File: src/rtl/temp_mon_pkg.sv
`default_nettype none
// +----------------------------------------------------------------------------+
// | Package : temp_mon_pkg                                                     |
// | Purpose : Constants and FSM state type shared by the temperature scan      |
// |           sequencer and its serial divider.                                |
// | Rev     : 1.0  initial release                                             |
// +----------------------------------------------------------------------------+
package temp_mon_pkg;

  localparam int NR_SENSORS = 5;                   // sensor slots polled per scan
  localparam int DATA_W     = 8;                   // one sensor reading
  localparam int SUM_W      = 16;                  // datapath sum width
  localparam int CNT_W      = 8;                   // datapath active-count width
  localparam int IDX_W      = $clog2(NR_SENSORS);  // sensor index width

  typedef enum logic [2:0] {
    IDLE   = 3'd0,
    SEL    = 3'd1,
    REQ    = 3'd2,
    NEXT   = 3'd3,
    SAMPLE = 3'd4,
    DIV    = 3'd5,
    FIN    = 3'd6
  } scan_state_e;

endpackage
`default_nettype wire

File: src/rtl/temp_div_serial.sv
`default_nettype none
// +----------------------------------------------------------------------------+
// | Module  : temp_div_serial                                                  |
// | Purpose : 16/8 unsigned restoring divider, one quotient bit per cycle.     |
// |           A start pulse loads the operands; done_o is high during the      |
// |           16th cycle after the load edge, with quotient_o already holding  |
// |           the final result in that cycle. Divisor must be non-zero.        |
// | Ports   : clk_i, rst_i (async, active high), start_i, dividend_i[15:0],    |
// |           divisor_i[7:0], done_o, quotient_o[15:0]                         |
// | Rev     : 1.0  initial release                                             |
// +----------------------------------------------------------------------------+
module temp_div_serial
  import temp_mon_pkg::*;
(
  input  logic             clk_i,
  input  logic             rst_i,
  input  logic             start_i,
  input  logic [SUM_W-1:0] dividend_i,
  input  logic [CNT_W-1:0] divisor_i,
  output logic             done_o,
  output logic [SUM_W-1:0] quotient_o
);

  localparam int             STEP_W    = $clog2(SUM_W);
  localparam logic [STEP_W-1:0] STEP_LAST = STEP_W'(SUM_W - 1);

  logic [SUM_W-1:0]  quo, quo_nxt;
  logic [CNT_W-1:0]  rem, rem_nxt, dvs;
  logic [STEP_W-1:0] step;
  logic              running;
  logic [CNT_W:0]    trial, diff;

  // One restoring step. The partial remainder is always below the divisor,
  // so the trial value fits in CNT_W+1 bits and the borrow bit of the
  // subtraction alone tells whether the divisor fits.
  always_comb begin
    trial = {rem, quo[SUM_W-1]};
    diff  = trial - {1'b0, dvs};
    if (!diff[CNT_W]) begin
      rem_nxt = diff[CNT_W-1:0];
      quo_nxt = {quo[SUM_W-2:0], 1'b1};
    end else begin
      rem_nxt = trial[CNT_W-1:0];
      quo_nxt = {quo[SUM_W-2:0], 1'b0};
    end
  end

  always_ff @(posedge clk_i or posedge rst_i) begin
    if (rst_i) begin
      quo     <= '0;
      rem     <= '0;
      dvs     <= '0;
      step    <= '0;
      running <= 1'b0;
    end else if (start_i) begin
      quo     <= dividend_i;
      rem     <= '0;
      dvs     <= divisor_i;
      step    <= '0;
      running <= 1'b1;
    end else if (running) begin
      quo  <= quo_nxt;
      rem  <= rem_nxt;
      step <= step + 1'b1;
      if (step == STEP_LAST) running <= 1'b0;
    end
  end

  // Result is exposed combinationally on the last step so the caller can
  // capture it on the same edge that completes the division.
  assign done_o     = running && (step == STEP_LAST);
  assign quotient_o = quo_nxt;

endmodule
`default_nettype wire

File: src/rtl/temp_scan_ctrl.sv
`default_nettype none
// +----------------------------------------------------------------------------+
// | Module  : temp_scan_ctrl                                                   |
// | Purpose : Polls up to five temperature sensors over a req/ack handshake,   |
// |           packs the readings for the summing datapath, reads back sum and  |
// |           active count, and computes the truncated mean serially.          |
// | Ports   : clk_i, rst_i (async, active high), start_i, sensors_mask_i[4:0], |
// |           sensor_req_o[4:0], sensor_ack_i, sensor_val_i[7:0],              |
// |           sensors_data_o[39:0], sensors_en_o[4:0], temp_sum_i[15:0],       |
// |           nr_active_sensors_i[7:0], avg_temp_o[7:0], timeout_o[4:0],       |
// |           busy_o, done_o, err_o                                            |
// | Rev     : 1.0  initial release                                             |
// +----------------------------------------------------------------------------+
module temp_scan_ctrl
  import temp_mon_pkg::*;
#(
  parameter int TIMEOUT = 15  // max wait cycles for an ack, must be >= 1
) (
  input  logic                         clk_i,
  input  logic                         rst_i,
  input  logic                         start_i,
  input  logic [NR_SENSORS-1:0]        sensors_mask_i,
  output logic [NR_SENSORS-1:0]        sensor_req_o,
  input  logic                         sensor_ack_i,
  input  logic [DATA_W-1:0]            sensor_val_i,
  output logic [NR_SENSORS*DATA_W-1:0] sensors_data_o,
  output logic [NR_SENSORS-1:0]        sensors_en_o,
  input  logic [SUM_W-1:0]             temp_sum_i,
  input  logic [CNT_W-1:0]             nr_active_sensors_i,
  output logic [DATA_W-1:0]            avg_temp_o,
  output logic [NR_SENSORS-1:0]        timeout_o,
  output logic                         busy_o,
  output logic                         done_o,
  output logic                         err_o
);

  localparam int                    WAIT_W    = $clog2(TIMEOUT + 1);
  localparam logic [WAIT_W-1:0]     WAIT_LAST = WAIT_W'(TIMEOUT);
  localparam logic [IDX_W-1:0]      LAST_IDX  = IDX_W'(NR_SENSORS - 1);
  localparam logic [NR_SENSORS-1:0] ONE_HOT0  = NR_SENSORS'(1);

  scan_state_e state, state_nxt;

  logic [NR_SENSORS-1:0]             mask;
  logic [IDX_W-1:0]                  idx;
  logic [WAIT_W-1:0]                 wait_cnt;
  logic [NR_SENSORS-1:0][DATA_W-1:0] data;
  logic [NR_SENSORS-1:0]             en;
  logic [NR_SENSORS-1:0]             tmo;
  logic [DATA_W-1:0]                 avg;
  logic                              err;

  logic                              count_zero;
  logic                              wait_expired;
  logic                              div_start;
  logic                              div_done;
  logic [SUM_W-1:0]                  div_quot;

  assign count_zero   = (nr_active_sensors_i == '0);
  assign wait_expired = (wait_cnt == WAIT_LAST);
  // The divider captures sum and count on the SAMPLE->DIV edge.
  assign div_start    = (state == SAMPLE) && !count_zero;

  always_ff @(posedge clk_i or posedge rst_i) begin
    if (rst_i) state <= IDLE;
    else       state <= state_nxt;
  end

  always_comb begin
    state_nxt = state;
    case (state)
      IDLE:    if (start_i) state_nxt = SEL;
      SEL:     state_nxt = mask[idx] ? REQ : NEXT;
      REQ:     if (sensor_ack_i || wait_expired) state_nxt = NEXT;
      NEXT:    state_nxt = (idx == LAST_IDX) ? SAMPLE : SEL;
      SAMPLE:  state_nxt = count_zero ? FIN : DIV;
      DIV:     if (div_done) state_nxt = FIN;
      FIN:     state_nxt = IDLE;
      default: state_nxt = IDLE;
    endcase
  end

  always_ff @(posedge clk_i or posedge rst_i) begin
    if (rst_i) begin
      mask     <= '0;
      idx      <= '0;
      wait_cnt <= '0;
      data     <= '0;
      en       <= '0;
      tmo      <= '0;
      avg      <= '0;
      err      <= 1'b0;
    end else begin
      case (state)
        IDLE: begin
          if (start_i) begin
            mask <= sensors_mask_i;
            idx  <= '0;
            data <= '0;
            en   <= '0;
            tmo  <= '0;
            err  <= 1'b0;
          end
        end
        SEL: wait_cnt <= '0;
        REQ: begin
          // An ack on the expiry cycle still wins over the timeout.
          if (sensor_ack_i) begin
            data[idx] <= sensor_val_i;
            en[idx]   <= 1'b1;
          end else if (wait_expired) begin
            tmo[idx]  <= 1'b1;
          end else begin
            wait_cnt  <= wait_cnt + 1'b1;
          end
        end
        NEXT: if (idx != LAST_IDX) idx <= idx + 1'b1;
        SAMPLE: begin
          if (count_zero) begin
            avg <= '0;
            err <= 1'b1;
          end
        end
        DIV: begin
          // Mean of 8-bit readings cannot exceed 255; saturate defensively.
          if (div_done) avg <= (|div_quot[SUM_W-1:DATA_W]) ? '1 : div_quot[DATA_W-1:0];
        end
        default: ;
      endcase
    end
  end

  temp_div_serial u_div (
    .clk_i      (clk_i),
    .rst_i      (rst_i),
    .start_i    (div_start),
    .dividend_i (temp_sum_i),
    .divisor_i  (nr_active_sensors_i),
    .done_o     (div_done),
    .quotient_o (div_quot)
  );

  assign sensor_req_o   = (state == REQ) ? (ONE_HOT0 << idx) : '0;
  assign sensors_data_o = data;
  assign sensors_en_o   = en;
  assign timeout_o      = tmo;
  assign avg_temp_o     = avg;
  assign err_o          = err;
  assign busy_o         = (state != IDLE);
  assign done_o         = (state == FIN);

endmodule
`default_nettype wire

File: config.mk
export PLATFORM = sky130hd
export DESIGN_NAME = temp_scan_ctrl
export DESIGN_NICKNAME = d
export VERILOG_FILES = /design/src/rtl/temp_mon_pkg.sv /design/src/rtl/temp_div_serial.sv /design/src/rtl/temp_scan_ctrl.sv
export SDC_FILE = /design/constraint.sdc
export NUM_CORES = 1
export LEC_CHECK = 0
export CAP_MARGIN = 40
export CORE_MARGIN = 2
export CORE_UTILIZATION = 56
export CTS_CLUSTER_DIAMETER = 30
export DETAILED_ROUTE_END_ITERATION = 8
export PLACE_DENSITY = 0.95
export SLEW_MARGIN = 20
export SYNTH_ARGS = -nofsm -noshare
export SYNTH_HDL_FRONTEND = slang
export SYNTH_SLANG_ARGS = --single-unit
File: constraint.sdc
create_clock -name clk_i -period 5.5 [get_ports clk_i]
set_input_delay 0.825 -clock clk_i [delete_from_list [all_inputs] [get_ports clk_i]]
set_output_delay 0.825 -clock clk_i [all_outputs]
set_load 0.05 [all_outputs]
==> results.tsv <==
metric	value	unit
status	complete, no violations	
Clock Skew	14.6	ps
sequential-to-total area share from yosys stat	0.520	
largest net degree at the start of global routing	64	
Final #Nets	700	
Setup violations, final	0	
synthesized area	5350	um2
global route overflow	0	
vias in the first global route	4448	
Clock transition at path regs	110	ps
DRC Markers	0	
core area	9240	um2
first-pass GRT wire length	21800	um
fraction of layout cells with a size suffix above 1	0.0648	
Setup TNS	0	ps
Primary FF master, synth	dfrtp_1	
pre-CTS setup slack	2200	ps
Row Count	35	
CTS root buffer	clkbuf_8	
Sinks on Clock Net	111	
DP HPWL	9580	um
Synth warnings	0	
CP Data Required Time	4680	ps
RSZ-0062 raised after global routing	false	
CTS H-Tree Depth	3	
Ant. Diodes	0	
total power	0.00380	W
FF+latch count, synth	111	
critical path fanouts, max	16	
Final WS setup	1750	ps
Initial Utilization	0.579	
P_leak	2.86	nW
Routed WL per cell	17.5	um
GRT Overall Usage	0.272	
clk buf depth	2	
max-slew violations	0	
initial antenna violation count	0	
Post-CTS Setup Inserts	0	
Final min period	3750	ps
Min-Delay Path Class	register to register	
maximum vdd ir drop	0.251	mV
drt initial violations	368	
Finished Core Util	0.724	
cts repair resizes	0	
Critical Path Start Type	register	
CTS tree	built	
share of flip-flops with an asynchronous set or reset	1.00	
power per cell area	568	nW/um2
Cell variety after synth	52	
Num CTS Buffers	9	
Area growth syn-to-layout	25.2	%
Vias	4587	
EDFF count, synth	0	
later-pin clock latency in the skew report	390	ps
synthesized instance count	553	
syn nets	610	
relative slew slack	0.476	
vias per inst	5.90	
synthesized area per cell	9.67	um2
actual slew at the worst max-slew pin	785	ps
PortBufs	106	
die footprint	10300	um2
Layout fillers	624	
critical path class	register to output port	
placed cells	760	
final hold violations	0	
Post-CTS Hold Fix Bufs	0	
maxcap violations	0	
CP arrival	2920	ps
Layout Cells excl Fill	777	
max frequency	267	MHz
Die X	102	um
ANT nets after route	0	
Final GP Congestion	0.940	
final period utilization	0.682	
final WL	13600	um
Pre-Repair DR Iteration Count	5	
Vert. Die Dim	102	um
I/O pin total	107	
critical path capture point type	output port	
-- metrics by stage --
step,area (um2),hold slack (ps)
after floorplan,5350,445
final,6690,489
after global routing,6690,510
after global placement,6460,457
after CTS,6670,495
after detailed placement,6460,467
-- synth_stat cells (2+ instances only) --
library cell / n / area, um2
nand3_1: 47 / 235
a21oi_1: 19 / 95.1
xnor2_1: 4 / 35.0
nor3_1: 6 / 30.0
nand4_1: 3 / 18.8
a211oi_1: 2 / 15.0
o31a_4: 2 / 35.0
inv_1: 23 / 86.3
a22o_1: 2 / 17.5
nor4_1: 3 / 18.8
a211oi_2: 5 / 62.6
nor2b_1: 2 / 12.5
and3_1: 4 / 25.0
ha_1: 15 / 188
buf_4: 2 / 15.0
or4_1: 2 / 15.0
nand2b_1: 2 / 12.5
nor2_1: 30 / 113
nand3b_1: 2 / 15.0
clkbuf_1: 25 / 93.8
buf_2: 4 / 20.0
o22ai_1: 2 / 12.5
mux2_2: 4 / 45.0
o21ai_0: 87 / 435
o211ai_1: 2 / 15.0
mux2i_1: 25 / 250
nand2_1: 82 / 308
a21o_1: 2 / 15.0
xor2_1: 6 / 52.6
a31oi_1: 4 / 25.0
and2_1: 3 / 18.8
or3_1: 2 / 12.5
dfrtp_1: 111 / 2780
-- sequential cells by signal, summed over array words and instances, names as in the netlist, 3 cells and up --
name / count
u_div.quo: 16
sensors_en_o: 5
u_div.dvs: 8
idx: 3
avg_temp_o: 8
sensors_data_o: 40
timeout_o: 5
state: 3
mask: 5
u_div.step: 4
wait_cnt: 4
u_div.rem: 8
-- kinds of logic after synthesis --
| logic type | count (synthesis) | synth area share |
|---|---|---|
| AO/OA/AOI/OAI | 135 | 0.151 |
| XOR/XNOR | 10 | 0.0164 |
| adder cells (fa/ha/maj) | 16 | 0.0388 |
| buffers and inverters | 55 | 0.0424 |
| flip-flops | 111 | 0.520 |
| multiplexers | 29 | 0.0552 |
| AND/OR/NAND/NOR | 197 | 0.176 |
-- cells in the final DEF, fill, tap and decap left out, types with 9 or more instances in the layout --
cell,n
a21oi_1,19
clkbuf_8,9
clkdlybuf4s50_1,106
dfrtp_1,111
ha_1,15
inv_1,22
mux2i_1,25
nand2_1,82
nand3_1,47
nor2_1,30
o21ai_0,87
-- report_power, final --
| part | internal (W) | switching, W |
|---|---|---|
| clock network | 0.000183 | 0.000316 |
| logic | 0.000760 | 0.00123 |
| registers | 0.00108 | 0.000238 |
-- critical path, cell delays in order, from the launching register on --
cell,delay [ps]
dfrtp_1,580
nor2_1,230
and2_0,660
and3_1,270
clkdlybuf4s50_1,810
-- worst paths after layout --
path                          startpoint         endpoint  slack (ps)  cells past startpoint
setup / recovery                state[0]  sensor_req_o[0]        1750                      4
hold / removal                   mask[3]          mask[3]         490                      2
setup reg to reg           u_div.quo[15]     u_div.rem[1]        2860                      9
hold reg to reg                  mask[3]          mask[3]         490                      2
max in group asynchronous          rst_i     timeout_o[1]        3710                      4
min in group asynchronous          rst_i     u_div.dvs[4]         660                      2
-- final cells by class --
class	count	area (um2)	share of cell area
Multi-Input combinational cell	387	2340	0.350
Inverter	23	88.8	0.0133
Tap cell	129	161	0.0241
Clock inverter	7	81.3	0.0121
Sequential cell	111	2780	0.415
Timing Repair Buffer	111	1120	0.167
Clock buffer	9	124	0.0185
-- metal layers --
metal  GRT usage  vias to the layer above  part of all wire
met2       0.447                      215              0.51
met4      0.0956                        0             0.023
li1            -                     2103                 -
met3      0.0462                       23             0.061
met5           0                        -                 0
met1       0.367                     2246              0.41
Power figures use the tool's default switching activity.
